**src/rtl/sprite_motion_ctrl.sv**
```systemverilog
// Sprite position controller: moves a sprite once per synchronized VGA frame
// tick under keyboard control, bouncing off or wrapping around the screen edges.
module sprite_motion_ctrl #(
  parameter int W        = 10,
  parameter int X_MAX    = 639,
  parameter int Y_MAX    = 479,
  parameter int X_CENTER = 320,
  parameter int Y_CENTER = 240,
  parameter int SIZE     = 4,
  parameter int STEP     = 1,
  parameter int WRAP     = 0
) (
  input  logic         Clk,
  input  logic         Reset,
  input  logic         vs,
  input  logic [7:0]   keycode,
  output logic [W-1:0] BallX,
  output logic [W-1:0] BallY,
  output logic [W-1:0] BallS,
  output logic         moving,
  output logic         hit
);

  localparam int SW = W + 2;
  typedef logic signed [SW-1:0] sval_t;

  localparam sval_t ZERO   = '0;
  localparam sval_t ONE    = sval_t'(1);
  localparam sval_t STEP_S = sval_t'(STEP);
  localparam sval_t SIZE_S = sval_t'(SIZE);
  localparam sval_t XMAX_S = sval_t'(X_MAX);
  localparam sval_t YMAX_S = sval_t'(Y_MAX);
  localparam logic [W-1:0] SIZE_W = W'(SIZE);
  localparam logic [W-1:0] XC_W   = W'(X_CENTER);
  localparam logic [W-1:0] YC_W   = W'(Y_CENTER);

  typedef enum logic [1:0] {IDLE, RUN, PAUSE} state_t;

  typedef struct packed {
    logic [W-1:0] pos;
    sval_t        mot;
    logic         hit;
  } axis_t;

  // One axis of motion for a frame; bounce reverses motion before the move.
  function automatic axis_t step_axis(input logic [W-1:0] pos, input sval_t mot,
                                      input sval_t lim);
    sval_t p;
    sval_t m;
    sval_t n;
    axis_t r;
    p     = sval_t'({2'b00, pos});
    m     = mot;
    r.hit = 1'b0;
    if (WRAP != 0) begin
      n = p + m;
      if (n > lim) begin
        n     = n - (lim + ONE);
        r.hit = 1'b1;
      end else if (n < ZERO) begin
        n     = n + (lim + ONE);
        r.hit = 1'b1;
      end
    end else begin
      if ((m > ZERO) && (p + SIZE_S >= lim)) begin
        m     = -STEP_S;
        r.hit = 1'b1;
      end else if ((m < ZERO) && (p <= SIZE_S)) begin
        m     = STEP_S;
        r.hit = 1'b1;
      end
      n = p + m;
      if (n < ZERO)     n = ZERO;
      else if (n > lim) n = lim;
    end
    r.pos = n[W-1:0];
    r.mot = m;
    return r;
  endfunction

  state_t       state_q, state_d;
  logic [W-1:0] x_q, x_d, y_q, y_d;
  sval_t        mx_q, mx_d, my_q, my_d;
  logic         moving_q, moving_d;
  logic         hit_q, hit_d;
  logic         vs_meta_q, vs_sync_q, vs_prev_q;
  logic         space_prev_q;

  logic  tick;
  logic  space_press;
  logic  key_dir;
  sval_t kmx, kmy, cmx, cmy;
  axis_t ax, ay;

  assign tick        = vs_sync_q & ~vs_prev_q;
  assign space_press = (keycode == 8'h2C) && !space_prev_q;

  always_comb begin
    key_dir = 1'b1;
    kmx     = ZERO;
    kmy     = ZERO;
    case (keycode)
      8'h1A:   kmy = -STEP_S;
      8'h16:   kmy = STEP_S;
      8'h04:   kmx = -STEP_S;
      8'h07:   kmx = STEP_S;
      default: key_dir = 1'b0;
    endcase
    cmx = key_dir ? kmx : mx_q;
    cmy = key_dir ? kmy : my_q;
    ax  = step_axis(x_q, cmx, XMAX_S);
    ay  = step_axis(y_q, cmy, YMAX_S);
  end

  always_comb begin
    state_d = state_q;
    x_d     = x_q;
    y_d     = y_q;
    mx_d    = mx_q;
    my_d    = my_q;
    hit_d   = 1'b0;
    case (state_q)
      IDLE: begin
        if (tick && key_dir) begin
          state_d = RUN;
          x_d     = ax.pos;
          y_d     = ay.pos;
          mx_d    = ax.mot;
          my_d    = ay.mot;
          hit_d   = ax.hit | ay.hit;
        end
      end
      RUN: begin
        // A space press wins over a coincident tick: pause without moving.
        if (space_press) begin
          state_d = PAUSE;
        end else if (tick) begin
          x_d   = ax.pos;
          y_d   = ay.pos;
          mx_d  = ax.mot;
          my_d  = ay.mot;
          hit_d = ax.hit | ay.hit;
        end
      end
      PAUSE: begin
        if (space_press) state_d = RUN;
      end
      default: state_d = IDLE;
    endcase
    moving_d = (state_d == RUN) && ((mx_d != ZERO) || (my_d != ZERO));
  end

  always_ff @(posedge Clk) begin
    if (Reset) begin
      state_q      <= IDLE;
      x_q          <= XC_W;
      y_q          <= YC_W;
      mx_q         <= ZERO;
      my_q         <= ZERO;
      moving_q     <= 1'b0;
      hit_q        <= 1'b0;
      vs_meta_q    <= 1'b0;
      vs_sync_q    <= 1'b0;
      vs_prev_q    <= 1'b0;
      space_prev_q <= 1'b0;
    end else begin
      state_q      <= state_d;
      x_q          <= x_d;
      y_q          <= y_d;
      mx_q         <= mx_d;
      my_q         <= my_d;
      moving_q     <= moving_d;
      hit_q        <= hit_d;
      vs_meta_q    <= vs;
      vs_sync_q    <= vs_meta_q;
      vs_prev_q    <= vs_sync_q;
      space_prev_q <= (keycode == 8'h2C);
    end
  end

  assign BallX  = x_q;
  assign BallY  = y_q;
  assign BallS  = SIZE_W;
  assign moving = moving_q;
  assign hit    = hit_q;

endmodule

```
**config.mk**
```make
export PLATFORM = sky130hd
export DESIGN_NAME = sprite_motion_ctrl
export DESIGN_NICKNAME = d
export VERILOG_FILES = /design/src/rtl/sprite_motion_ctrl.sv
export SDC_FILE = /design/constraint.sdc
export NUM_CORES = 1
export LEC_CHECK = 0
export ABC_CLOCK_PERIOD_IN_PS = 8150
export BUFFER_PORTS_ARGS = -buffer_cell sky130_fd_sc_hd__buf_2
export CELL_PAD_IN_SITES_DETAIL_PLACEMENT = 1
export CELL_PAD_IN_SITES_GLOBAL_PLACEMENT = 1
export CORE_MARGIN = 2
export CORE_UTILIZATION = 48
export DETAILED_ROUTE_END_ITERATION = 6
export PLACE_DENSITY = 0.87
export SYNTH_ARGS = -nofsm -noshare
export SYNTH_HDL_FRONTEND = slang
export SYNTH_SLANG_ARGS = --single-unit
```
**constraint.sdc**
```tcl
create_clock -name Clk -period 8.15 [get_ports Clk]
set_input_delay 0.815 -clock Clk [delete_from_list [all_inputs] [get_ports Clk]]
set_output_delay 0.815 -clock Clk [all_outputs]
set_load 0.01 [all_outputs]
```
* Word level (Yosys, flattened, before mapping) *
Cells that the tools add are included.

word-level totals
  register bits after elaboration = 52
  bits of input ports = 11
  output and inout port bits = 32
  logic and storage cells = 97

operators by class
  $add $sub $neg = 4
  order comparisons = 12
  equality and inequality tests = 11
  mux-type cells = 41
  bitwise logic cells = 3
  reductions and logical operators = 15

operators by type and width
  cell                   number
  $mux 12                12
  $mux 10                10
  $pmux 12 s2            4
  $lt 12x1->1 const B    4
  $pmux 10 s2            2
  $add 11x12->12         2
  $gt 12x1->1 const B    2
  $reduce_bool 12->1     2
  $add 10x3->11 const B  2
  $le 10x3->1 const B    2
  $eq 8x3->1 const B     2
  $eq 8x5->1 const B     2
  $gt 12x10->1 const B   1
  $gt 12x11->1 const B   1
  $ge 11x10->1 const B   1
  $ge 11x9->1 const B    1
  $eq 8x6->1 const B     1
  $mux 1                 8
  $logic_and 1x1->1      7
  $mux 2                 3
  $ne 2x2->1 const B     3
  $pmux 2 s3             1
  $eq 2x1->1 const B     2
  $reduce_and 4->1       1
  other kinds (10)       10

* Longest topological paths before layout *
Gate-level depths: netlist of the first run.

  depth after elaboration = 15
  gate-level depth with buffers = 20
  depth with buffers taken out = 18

* Least setup slack after synthesis of the first run *
OpenSTA, ideal clock, no wires.

  path kind = in2reg
  from = input keycode[7]
  to = register y_q[5], in the netlist BallY[5]
  setup time = 0.087 ns
  arrival time = 4.769 ns
  required time = 8.063 ns
  setup slack = 3.294 ns
  stages = 16
  buffers on the path = 1
  cell sequence = or3_1 o31ai_1 o22ai_2 nor3b_2 nand2_1 clkbuf_1 o21ai_0 ha_1 a21o_1 a21oi_1 o211a_1 o21bai_1 a2111oi_0 nor4_4 or3_1 o31ai_1

on the way
  word-level cells in the longest chain between the ends = 15
  elaborated cells between the ends (all ways) = 29
  classes of those cells = 1 x add/sub; 4 x order compare; 7 x eq/ne; 11 x mux; 6 x reduce/logical

ends and longest elaborated chain
  item                                             line  text
  start, declared                                  16    input logic [7:0] keycode,
  $eq 8x5->1 / $eq 8x3->1 (equally long branches)  102   case (keycode)
  $reduce_or 4->1 (no line)                        n/a
  $mux 1                                           102
  $mux 12                                          110   cmy = key_dir ? kmy : my_q;
  $lt 12x1->1                                      68    end else if ((m < ZERO) && (p <= SIZE_S)) begin
  $logic_and 1x1->1                                68
  $mux 12                                          68
  $mux 12                                          65    if ((m > ZERO) && (p + SIZE_S >= lim)) begin
  $add 11x12->12                                   72    n = p + m;
  $gt 12x10->1                                     74    else if (n > lim) n = lim;
  $mux 10                                          74
  $mux 10                                          73    if (n < ZERO) n = ZERO;
  $mux 10                                          137   end else if (tick) begin
  $mux 10                                          135   if (space_press) begin
  $pmux 10 s2                                      122   case (state_q)
  end signal, assigned                             169   y_q <= y_d;
  end, declared                                    82    logic [W-1:0] x_q, x_d, y_q, y_d;

Parallel ways exist; a longest one is shown, timed or not. The select of a mux whose other input is x is not followed.
A chain may end at the register's enable or synchronous reset.

* Worst setup path after layout of the first run *
  from = input keycode[5]
  to = register y_q[5], in the netlist BallY[5]

Same word-level chain as after synthesis.

==> results of run 1 <==
## final timing paths
path,from,end,slack [ps],cells past startpoint
worst max register to register,BallY[2],BallY[5],3050,18
worst max-delay path,keycode[5],BallY[5],2770,17
worst min register to register,my_q[2],my_q[2],490,2
worst min-delay path,my_q[2],my_q[2],490,2
## placed cells by master, fill, tap and decap left out, types with 7 or more instances in the layout
master and instances:
nor3_1 17, a31oi_1 8, nor4_1 13, xnor2_1 11, nand2_1 56, ha_1 30
and3_1 10, dfxtp_1 52, conb_1 10, o211ai_1 7, nor2_1 49, inv_1 16
buf_2 32, a21oi_1 58, o21ai_0 57, a21o_1 10, nand3_1 15
## cell usage after synthesis, types with 11 or more instances
cell type  count  area [um2]
a21oi_1       58         290
clkbuf_1      16        60.1
dfxtp_1       52        1040
ha_1          30         375
inv_1         16        60.1
nand2_1       56         210
nand3_1       15        75.1
nor2_1        49         184
nor3_1        17        85.1
nor4_1        13        81.3
o21ai_0       57         285
xnor2_1       11        96.3
## tightest hold or removal path, cell delays in order, from the launching register on
cell and delay [ps]:
dfxtp_1 340, nand2_1 60, a21oi_1 50
## metal layers
metal,track usage,wire [um]
met5,0,0
met4,0.125,451
met3,0.0332,460
met2,0.458,6200
met1,0.336,5620
## report_power, final
group	internal, mW	switching (mW)
logic	0.00857	0.0198
registers	0.255	0.000728
clock network	0.101	0.0956
total	0.364	0.116
## metrics by stage
stage | util | instance area (um2) | setup WS [ps]
finish | 0.537 | 4460 | 2770
CTS | 0.537 | 4460 | 2860
detailed placement | 0.522 | 4340 | 2540
floorplan | - | 4190 | 3290
global placement | 0.522 | 4340 | 2680
global route | 0.537 | 4460 | 2370
## cell type report
cell class	instances	area, um2	share of cell area
Clock buffer	6	82.6	0.0185
Clock inverter	2	38.8	0.00870
Inverter	16	60.1	0.0135
Multi-Input combinational cell	457	2910	0.654
Sequential cell	52	1040	0.234
Tap cell	105	131	0.0295
Timing Repair Buffer	36	190	0.0427
## state kept, by name, summed over array words and instances, names as in the netlist, 2 cells and up
register,flops
BallX,10
BallY,10
mx_q,12
my_q,12
state_q,2
## cells by family (layout without fill, tap and decap cells)
| group | Yosys count | count (layout) | share of synthesized area |
|---|---|---|---|
| buf+inv | 48 | 60 | 0.0557 |
| simple gates | 211 | 211 | 0.266 |
| mux | 1 | 1 | 0.00241 |
| flops | 52 | 52 | 0.251 |
| other cells | 2 | 10 | 0.00181 |
| xor+xnor | 17 | 17 | 0.0358 |
| compound gates | 186 | 186 | 0.288 |
| fa+ha+maj | 32 | 32 | 0.100 |
==> metrics.md, run 1 <==
| Metric | Value |
|---|---|
| Outcome | completed |
| 1st-pass router iterations | 5 |
| Crit path buffers/inverters | 1 |
| P_leak | between 1.5 and 2 nW |
| FMAX | between 0.15 and 0.2 GHz |
| Gr usage total | 0.268 |
| Number of H-tree levels | 2 |
| Vias in the first global route | about 4400 |
| Distinct cells, synth | 70 |
| Critical path, cell by cell | buf_2 -> nor4b_2 -> and3_1 -> o22ai_2 -> nor3b_2 -> nand2_1 -> nand4_1 -> ha_1 -> fa_1 -> a21o_1 -> nand4_1 -> a31oi_1 -> or4b_2 -> a21boi_0 -> nor4_4 -> or3_1 -> o31ai_1 |
| Worst hold slack | 488 ps |
| Worst Path Max Fanout | 13 |
| Critical path data arrival time | approximately 5600 ps |
| Crit path launch type | primary input |
| GRT overflow | 0 |
| Mean Syn Cell Area | 7.57 um2 |
| Die ar. | roughly 9400 um2 |
| Pwr Total | a little under 500 uW |
| Synth Register Bits | 52 |
| CTS Buf Count | 5 |
| Async set-reset flop share out of synthesis | 0 |
| Core ar. | 8300 um2 |
| Final wirelength | roughly 13 mm |
| Post-CTS resize count | 0 |
| Top delay family on crit path | simple AND/OR/NAND/NOR gates |
| CTS tree | done |
| First-pass GRT wire length | 21.1 mm |
| CP max stage delay | 610 ps |
| Initial drt markers | around 160 |
| Layout Cells excl Fill | 674 |
| Critical Path RT | between 8000 and 9000 ps |
| Hold_buf cts | 0 |
| Top Ports | between 40 and 50 |
| Drt drc | 0 |
| Die Wd | around 97 um |
| Crit-path slowest cell | or4b_2 |
| Max_cap viols | 0 |
| Routed vias/inst | ~6.4 |
| Setup TNS | 0 ps |
| Dominant synthesized flop cell | dfxtp_1 |
| HPWL after DPL | 9.61 mm |
| Worst min path class | reg -> reg |
| Antenna violations before repair | 0 |
| Fill cells | roughly 1100 |
| VDD IR-drop max | between 0.00005 and 0.00006 V |
| Period utilization | 0.660 |
| Clk pin slew, worst setup/hold paths | 100 ps |
| Final setup violation count | 0 |
| Worst-case clock buffer depth | 2 |
| N_diodes | 0 |
| CTS Sinks | 52 |
| Worst Setup End Kind | register |
| Placed cell count | 666 |
| Yosys warns | 0 |
| IO buf count | 32 |
| Vias | 4317 |
| Antenna viol nets, final | 0 |
| # rows | 33 |
| WS Path Type | in -> reg |
| Nets@finish | 611 |
| Max-slew violation count | 0 |
| Rel. slew slack | 0.374 |
| Skew-Pair Late Insertion Delay | ~320 ps |
| Synth-to-layout area growth | 7.26% |
| Hold Vio Cnt, Final | 0 |
| Die Ht | around 97 um |
| WL/cell | 18.9 um |
| Cells after Synth | roughly 550 |
| Crit path top cell by count | nand4_1 |
| Largest net degree at the start of global routing | a little over 40 |
| Root buffer cell | clkbuf_8 |
| Final setup skew | roughly 13 ps |
| Seq/Total Area, Yosys | 0.251 |
| Starting Density | 0.501 |
| Synth Cell Area | 4160 um2 |
| RSZ-0062 raised after global routing | false |
| Final GP Congestion | approximately 0.93 |
| Slew @ Worst Pin | between 900 and 1000 ps |
| Power per cell area | roughly 110 nW/um2 |
| Post-CTS setup buffers | 0 |
| Minimum clock period | about 5400 ps |
| Number of flops mapped to enable cells by yosys | 0 |
| Share of layout cells above drive strength 1 | 0.112 |
(Power assumes the default switching activity.)
==> run 2, diff against run 1 <==
- ABC_AREA: not set -> 1
- ABC_CLOCK_PERIOD_IN_PS: 8150 -> 5210
- CORE_UTILIZATION: 48 -> 42
- PLACE_DENSITY: 0.87 -> 0.81
- clock period: 8.15 -> 5.21 ns (I/O delays scaled with it)
==> run 2 against run 1 <==
Clock power up 51%. Core utilization down 7.6 points. Sequential share of layout area shrank 1.6 points. Hold slack got worse by 85 ps. Final area rose by 7.3%. Register-to-register slack got worse by 2100 ps. Clock-buffer cell count unchanged. Critical endpoint is now BallX[1].
==> metrics.md, run 2 <==
| Metric | Value |
|---|---|
| Area occupied by registers | roughly 1000 um2 |
| WS Path Type | in -> reg |
| Cell Area, Placed | 4680 um2 |
| Starting Density | 0.435 |
| Dominant synthesized flop cell | dfxtp_1 |
| Final setup margin | about 740 ps |
| RSZ-0062 raised after global routing | false |
| Post-route cell area | approximately 4800 um2 |
| # rows | 37 |
| Critical Path RT | ~5500 ps |
| Hold Vio Cnt, Final | 0 |
| Post-CTS setup buffers | 0 |
| Outcome | completed |
| Endpoint of the worst-slack reg-to-reg timing path | BallX[1] |
| Crit path launch | keycode[3] |
| Clk pin slew, worst setup/hold paths | around 100 ps |
| Hold_buf cts | 0 |
| Synth Cell Area | 4520 um2 |
| Post-CTS resize count | 0 |
| CP max stage delay | between 400 and 500 ps |
| Most frequent cells in the layout | nand2_1 (233), nor2_1 (76), inv_1 (65) |
| Multi-input gate area | around 3000 um2 |
| Mean Syn Cell Area | 6.19 um2 |
| Gr usage total | 0.251 |
| Top cell type's share of synthesized area | 0.231 |
| Max_cap viols | 0 |
| Final setup skew | 13.4 ps |
| Die Wd | between 100 and 150 um |
| Power per cell area | about 160 nW/um2 |
| Minimum clock period | 4470 ps |
| Cells after Synth | 730 |
| Largest net degree at the start of global routing | 46 |
| GRT overflow | 0 |
| Final GP Congestion | 0.905 |
| Worst min path class | in -> reg |
| Worst Setup End Kind | register |
| WL/cell | between 15 and 20 um |
| P_leak | 2.59 nW |
| Worst-case clock buffer depth | 2 |
| Synth-to-layout area growth | 5.93% |
| Most common cell after layout, fill and taps aside | nand2_1 |
| Antenna violations before repair | 0 |
| Share of layout cells above drive strength 1 | 0.0980 |
| Worst Path Max Fanout | 12 |
| Distinct cells, synth | 48 |
| Root buffer cell | clkbuf_8 |
| Initial drt markers | ~300 |
| Most instantiated cells after synthesis | nand2_1 (233), nor2_1 (76), inv_1 (65), a21oi_1 (55), dfxtp_1 (52) |
| Met1 wire length | 6.66 mm |
| Yosys top cell by area | dfxtp_1 |
| IO buf count | 32 |
| Rel. slew slack | 0.379 |
| Crit path launch type | primary input |
| Vias in the first global route | approximately 4800 |
| Seq/Total Area, Yosys | 0.231 |
| Dpl ws | ~480 ps |
| Critical path, cell by cell | buf_2 -> inv_2 -> nand2_1 -> nor2_2 -> nand4_1 -> o21ai_1 -> nand4_1 -> nand2_1 -> nand2_1 -> ha_1 -> inv_1 -> o21bai_1 -> a21oi_1 -> o21ai_0 -> a21o_1 -> nand2_1 -> xor2_1 -> and2_1 -> o21ai_1 -> a21oi_1 |
| Cells on worst reg2reg path | 20 |
| Drt drc | 0 |
| CTS Sinks | 52 |
| Crit path top cell by count | nand2_1 |
| R2r startpoint | BallX[2] |
| Reg2reg setup slack | 930 ps |
| Core ar. | about 10000 um2 |
| Nets@finish | 787 |
| Skew-Pair Late Insertion Delay | between 300 and 400 ps |
| 1st-pass router iterations | 4 |
| Critical path data arrival time | about 4700 ps |
| Slew @ Worst Pin | between 900 and 1000 ps |
| Synth Register Bits | 52 |
| Die Ht | roughly 110 um |
| Yosys warns | 0 |
| HPWL after DPL | roughly 11 mm |
| DR WL met2 | 6.46 mm |
| CTS Buf Count | 5 |
| Number of H-tree levels | 2 |
| Period utilization | 0.857 |
| Max-slew violation count | 0 |
| Antenna viol nets, final | 0 |
| Most instantiated library cell after synthesis | nand2_1 |
| Top Ports | 43 |
| Fill cells | about 1500 |
| CTS tree | done |
| FMAX | roughly 0.22 GHz |
| Final wirelength | roughly 14 mm |
| Number of flops mapped to enable cells by yosys | 0 |
| First-pass GRT wire length | around 24 mm |
| VDD IR-drop max | ~0.00012 V |
| Die ar. | around 12000 um2 |
| Async set-reset flop share out of synthesis | 0 |
| Worst hold slack | just over 400 ps |
| Crit-path slowest cell | nand4_1 |
| Worst setup path end | BallX[1] |
| Final setup violation count | 0 |
| Setup TNS | 0 ps |
| Max layer used | met4 |
| Routed vias/inst | between 5 and 6 |
| Ranking of synthesized cells by area | dfxtp_1 (23%), nand2_1 (19%), ha_1 (8.3%), nor2_1 (6.3%), a21oi_1 (6.1%) |
| N_diodes | 0 |
| Biggest regs | mx_q (12), my_q (12) |
| Wire length on met3 | a little under 600 um |
| Vias | around 4700 |
## run 2: cell types whose count changed after synthesis, sizes merged, moves of 11 or more
| cell | delta |
|---|---|
| nor2 | +34 |
| nand3 | +27 |
| nor4 | -11 |
| inv | +56 |
| nand2 | +187 |
| o21ai | -20 |
## run 2: critical path: cells and delay by family
kind | cells | cell delay, ps
AO/OA/AOI/OAI | 7 | 1620
XOR/XNOR | 1 | 180
adder cells (fa/ha/maj) | 1 | 350
buffers and inverters | 3 | 250
AND/OR/NAND/NOR | 8 | 1810
## run 2: worst min-delay path by stage
stage,from,end,slack [ps],depth (start not counted)
6_report,vs,vs_meta_q,400,3
5_1_grt,vs,vs_meta_q,400,3
4_1_cts,vs,vs_meta_q,400,3
3_5_place_dp,vs_meta_q,vs_sync_q,410,2
3_3_place_gp,vs_meta_q,vs_sync_q,400,2
2_1_floorplan,vs_meta_q,vs_sync_q,390,2
## run 2: metal layers
layer / vias to the layer above / track usage
met5: - / 0
met4: 0 / 0.0430
met3: 10 / 0.0327
met2: 90 / 0.437
met1: 2250 / 0.335
li1: 2365 / -
## run 2: metrics by stage
step	instances	utilization	total power [mW]
6_report	881	0.461	0.766
2_1_floorplan	738	-	0.465
3_5_place_dp	873	0.451	0.480
3_3_place_gp	873	0.451	0.478
5_1_grt	881	0.461	0.799
4_1_cts	881	0.461	0.771
## run 2: final cells by class
class,instances,share of cell area
clock buffer,6,0.0152
inverter,72,0.0565
tap,136,0.0356
clock inverter,2,0.00732
sequential,52,0.218
timing repair buffer,33,0.0351
multi-input combinational,580,0.633
## run 2: power by group
| group | internal [mW] | total [mW] | switching (mW) | leakage [nW] |
|---|---|---|---|---|
| registers | 0.401 | 0.404 | 0.00386 | 0.420 |
| clock network | 0.143 | 0.295 | 0.152 | 0.0552 |
| logic | 0.0180 | 0.0670 | 0.0490 | 2.11 |
## run 2: cell families after synthesis
kind of cell	after synthesis	synth area share
AOI/OAI and AO/OA	122	0.155
other	2	0.00166
buffers and inverters	106	0.106
and+or+nand+nor	397	0.378
DFF	52	0.231
xor gates and xnor gates	19	0.0369
adders and majority gates	32	0.0920
==> run 3, diff against run 2 <==
- ABC_AREA: 1 -> 0
- CORE_UTILIZATION: 42 -> 44
==> run 3 against run 2 <==
Global-route usage grew 1.2 points. Wire length shrank 6.9%. Clock-buffer cell count is the same. Non-clock buffer count grew 10. Clock power grew 5%. Sequential share of layout area grew 1.3 points. Hold slack gained 7.2 ps. Fmax shrank 7.0%. Combinational power shrank 32%. Critical path type is now reg -> reg. Highest routed layer unchanged.
==> metrics.md, run 3 (synthesis results as in run 1) <==
| Metric | Value |
|---|---|
| Drt drc | 0 |
| Max-slew violation count | 0 |
| Final wirelength | 12.9 mm |
| Critical Path RT | ~5400 ps |
| 1st-pass router iterations | 4 |
| Final setup skew | 14.4 ps |
| Worst-case clock buffer depth | 2 |
| GRT overflow | 0 |
| Core ar. | 9200 um2 |
| Reg2reg setup slack | 410 ps |
| Pwr Total | 755 uW |
| Gr usage total | 0.263 |
| Most common cell after layout, fill and taps aside | a21oi_1 |
| CTS Buf Count | 5 |
| Hold_buf cts | 0 |
| R2r startpoint | BallY[2] |
| Fill cells | 1191 |
| Nets@finish | about 620 |
| Biggest regs | mx_q (12), my_q (12) |
| Slew @ Worst Pin | ~1100 ps |
| Vias | around 4300 |
| Root buffer cell | clkbuf_8 |
| Synth-to-layout area growth | 8.70% |
| IO buf count | 32 |
| Worst min path class | in -> reg |
| Number of H-tree levels | 2 |
| Largest net degree at the start of global routing | slightly above 40 |
| Crit path launch | BallY[2] |
| Period utilization | 0.922 |
| Die Ht | between 100 and 150 um |
| Hold Vio Cnt, Final | 0 |
| Critical path data arrival time | around 5000 ps |
| Cell Area, Placed | roughly 4400 um2 |
| Clk pin slew, worst setup/hold paths | about 100 ps |
| Worst setup path end | BallY[5] |
| First-pass GRT wire length | 21.6 mm |
| Antenna violations before repair | 0 |
| Cells on worst reg2reg path | 17 |
| Minimum clock period | around 4800 ps |
| Worst Path Max Fanout | 9 |
| Post-route cell area | 4520 um2 |
| HPWL after DPL | 9.86 mm |
| FMAX | 0.208 GHz |
| Skew-Pair Late Insertion Delay | 320 ps |
| Die ar. | 10200 um2 |
| P_leak | between 1.5 and 2 nW |
| VDD IR-drop max | just over 0.0001 V |
| Worst Setup End Kind | register |
| RSZ-0062 raised after global routing | false |
| WS Path Type | reg -> reg |
| # rows | 35 |
| Final GP Congestion | between 0.9 and 1 |
| Endpoint of the worst-slack reg-to-reg timing path | BallY[5] |
| Rel. slew slack | 0.275 |
| Post-CTS setup buffers | 0 |
| Post-CTS resize count | 0 |
| Outcome | completed |
| Share of layout cells above drive strength 1 | 0.123 |
| Starting Density | 0.452 |
| Most frequent cells in the layout | a21oi_1 (58), o21ai_0 (57), nand2_1 (56) |
| CTS tree | done |
| Routed vias/inst | about 6.2 |
| Final setup violation count | 0 |
| Vias in the first global route | around 4400 |
| CTS Sinks | 52 |
| Power per cell area | between 150 and 200 nW/um2 |
| N_diodes | 0 |
| Top Ports | 43 |
| Max_cap viols | 0 |
| Die Wd | between 100 and 150 um |
| Setup TNS | 0 ps |
| WL/cell | about 19 um |
| Initial drt markers | 153 |
| Crit path launch type | register |
| Antenna viol nets, final | 0 |
-- run 3: cell types whose count changed in the layout (fill, tap and decap cells not counted), moves of 8 or more --
cell	previous run	this run
o21ai_1	9	0
nor4_1	2	13
and3_1	1	10
inv_1	65	16
nor2_1	76	49
nand2_1	233	56
nand3_1	39	15
nand2_2	8	0
o21ai_0	27	57
buf_4	1	11
nor3_1	9	17
-- run 3: cell type report --
cell class,instances,area (um2),area share
sequential,52,1040,0.230
multi-input combinational,457,2910,0.645
clock buffer,6,82.6,0.0183
clock inverter,2,38.8,0.00859
tap,111,139,0.0307
timing repair buffer,43,243,0.0537
inverter,16,60.1,0.0133
-- run 3: report_power, final --
part | switching, mW | internal [mW] | leakage [nW] | total [mW]
Combinational | 0.0317 | 0.0137 | 1.42 | 0.0455
Sequential | 0.00107 | 0.399 | 0.419 | 0.400
Clock | 0.152 | 0.158 | 0.0614 | 0.310
-- run 3: through the flow --
stage | instances | utilization | setup slack [ps] | hold WS [ps]
2_1_floorplan | 557 | - | 648 | 414
3_3_place_gp | 679 | 0.478 | 326 | 463
3_5_place_dp | 679 | 0.478 | 114 | 470
4_1_cts | 687 | 0.491 | 349 | 409
5_1_grt | 687 | 0.491 | 36.2 | 442
6_report | 687 | 0.491 | 408 | 409
-- run 3: routing by layer --
metal	track usage	share of wire
met1	0.334	0.45
met2	0.470	0.51
met3	0.0304	0.029
met4	0.0728	0.015
met5	0	0
-- run 3: worst min-delay path by stage --
stage                     slack, ps         to  cells past startpoint      start
final                           410  vs_meta_q                      2         vs
after global routing            440  vs_meta_q                      2         vs
after CTS                       410  vs_meta_q                      2         vs
after detailed placement        470  vs_sync_q                      1  vs_meta_q
after global placement          460  vs_sync_q                      1  vs_meta_q
after floorplan                 410  vs_sync_q                      1  vs_meta_q
-- run 3: critical path, cell delays in order (launching register included) --
cell       delay, ps
dfxtp_1          520
inv_1            110
ha_1             300
nand2b_1         100
a211oi_1          80
o2111ai_1        170
nand3_1          250
nand2_1          220
buf_4            200
o21ai_0          210
ha_1             450
nand4_1          130
a31oi_1          270
or4b_2           620
a21boi_0         360
nor4_4           130
or3_1            370
o31ai_1          230
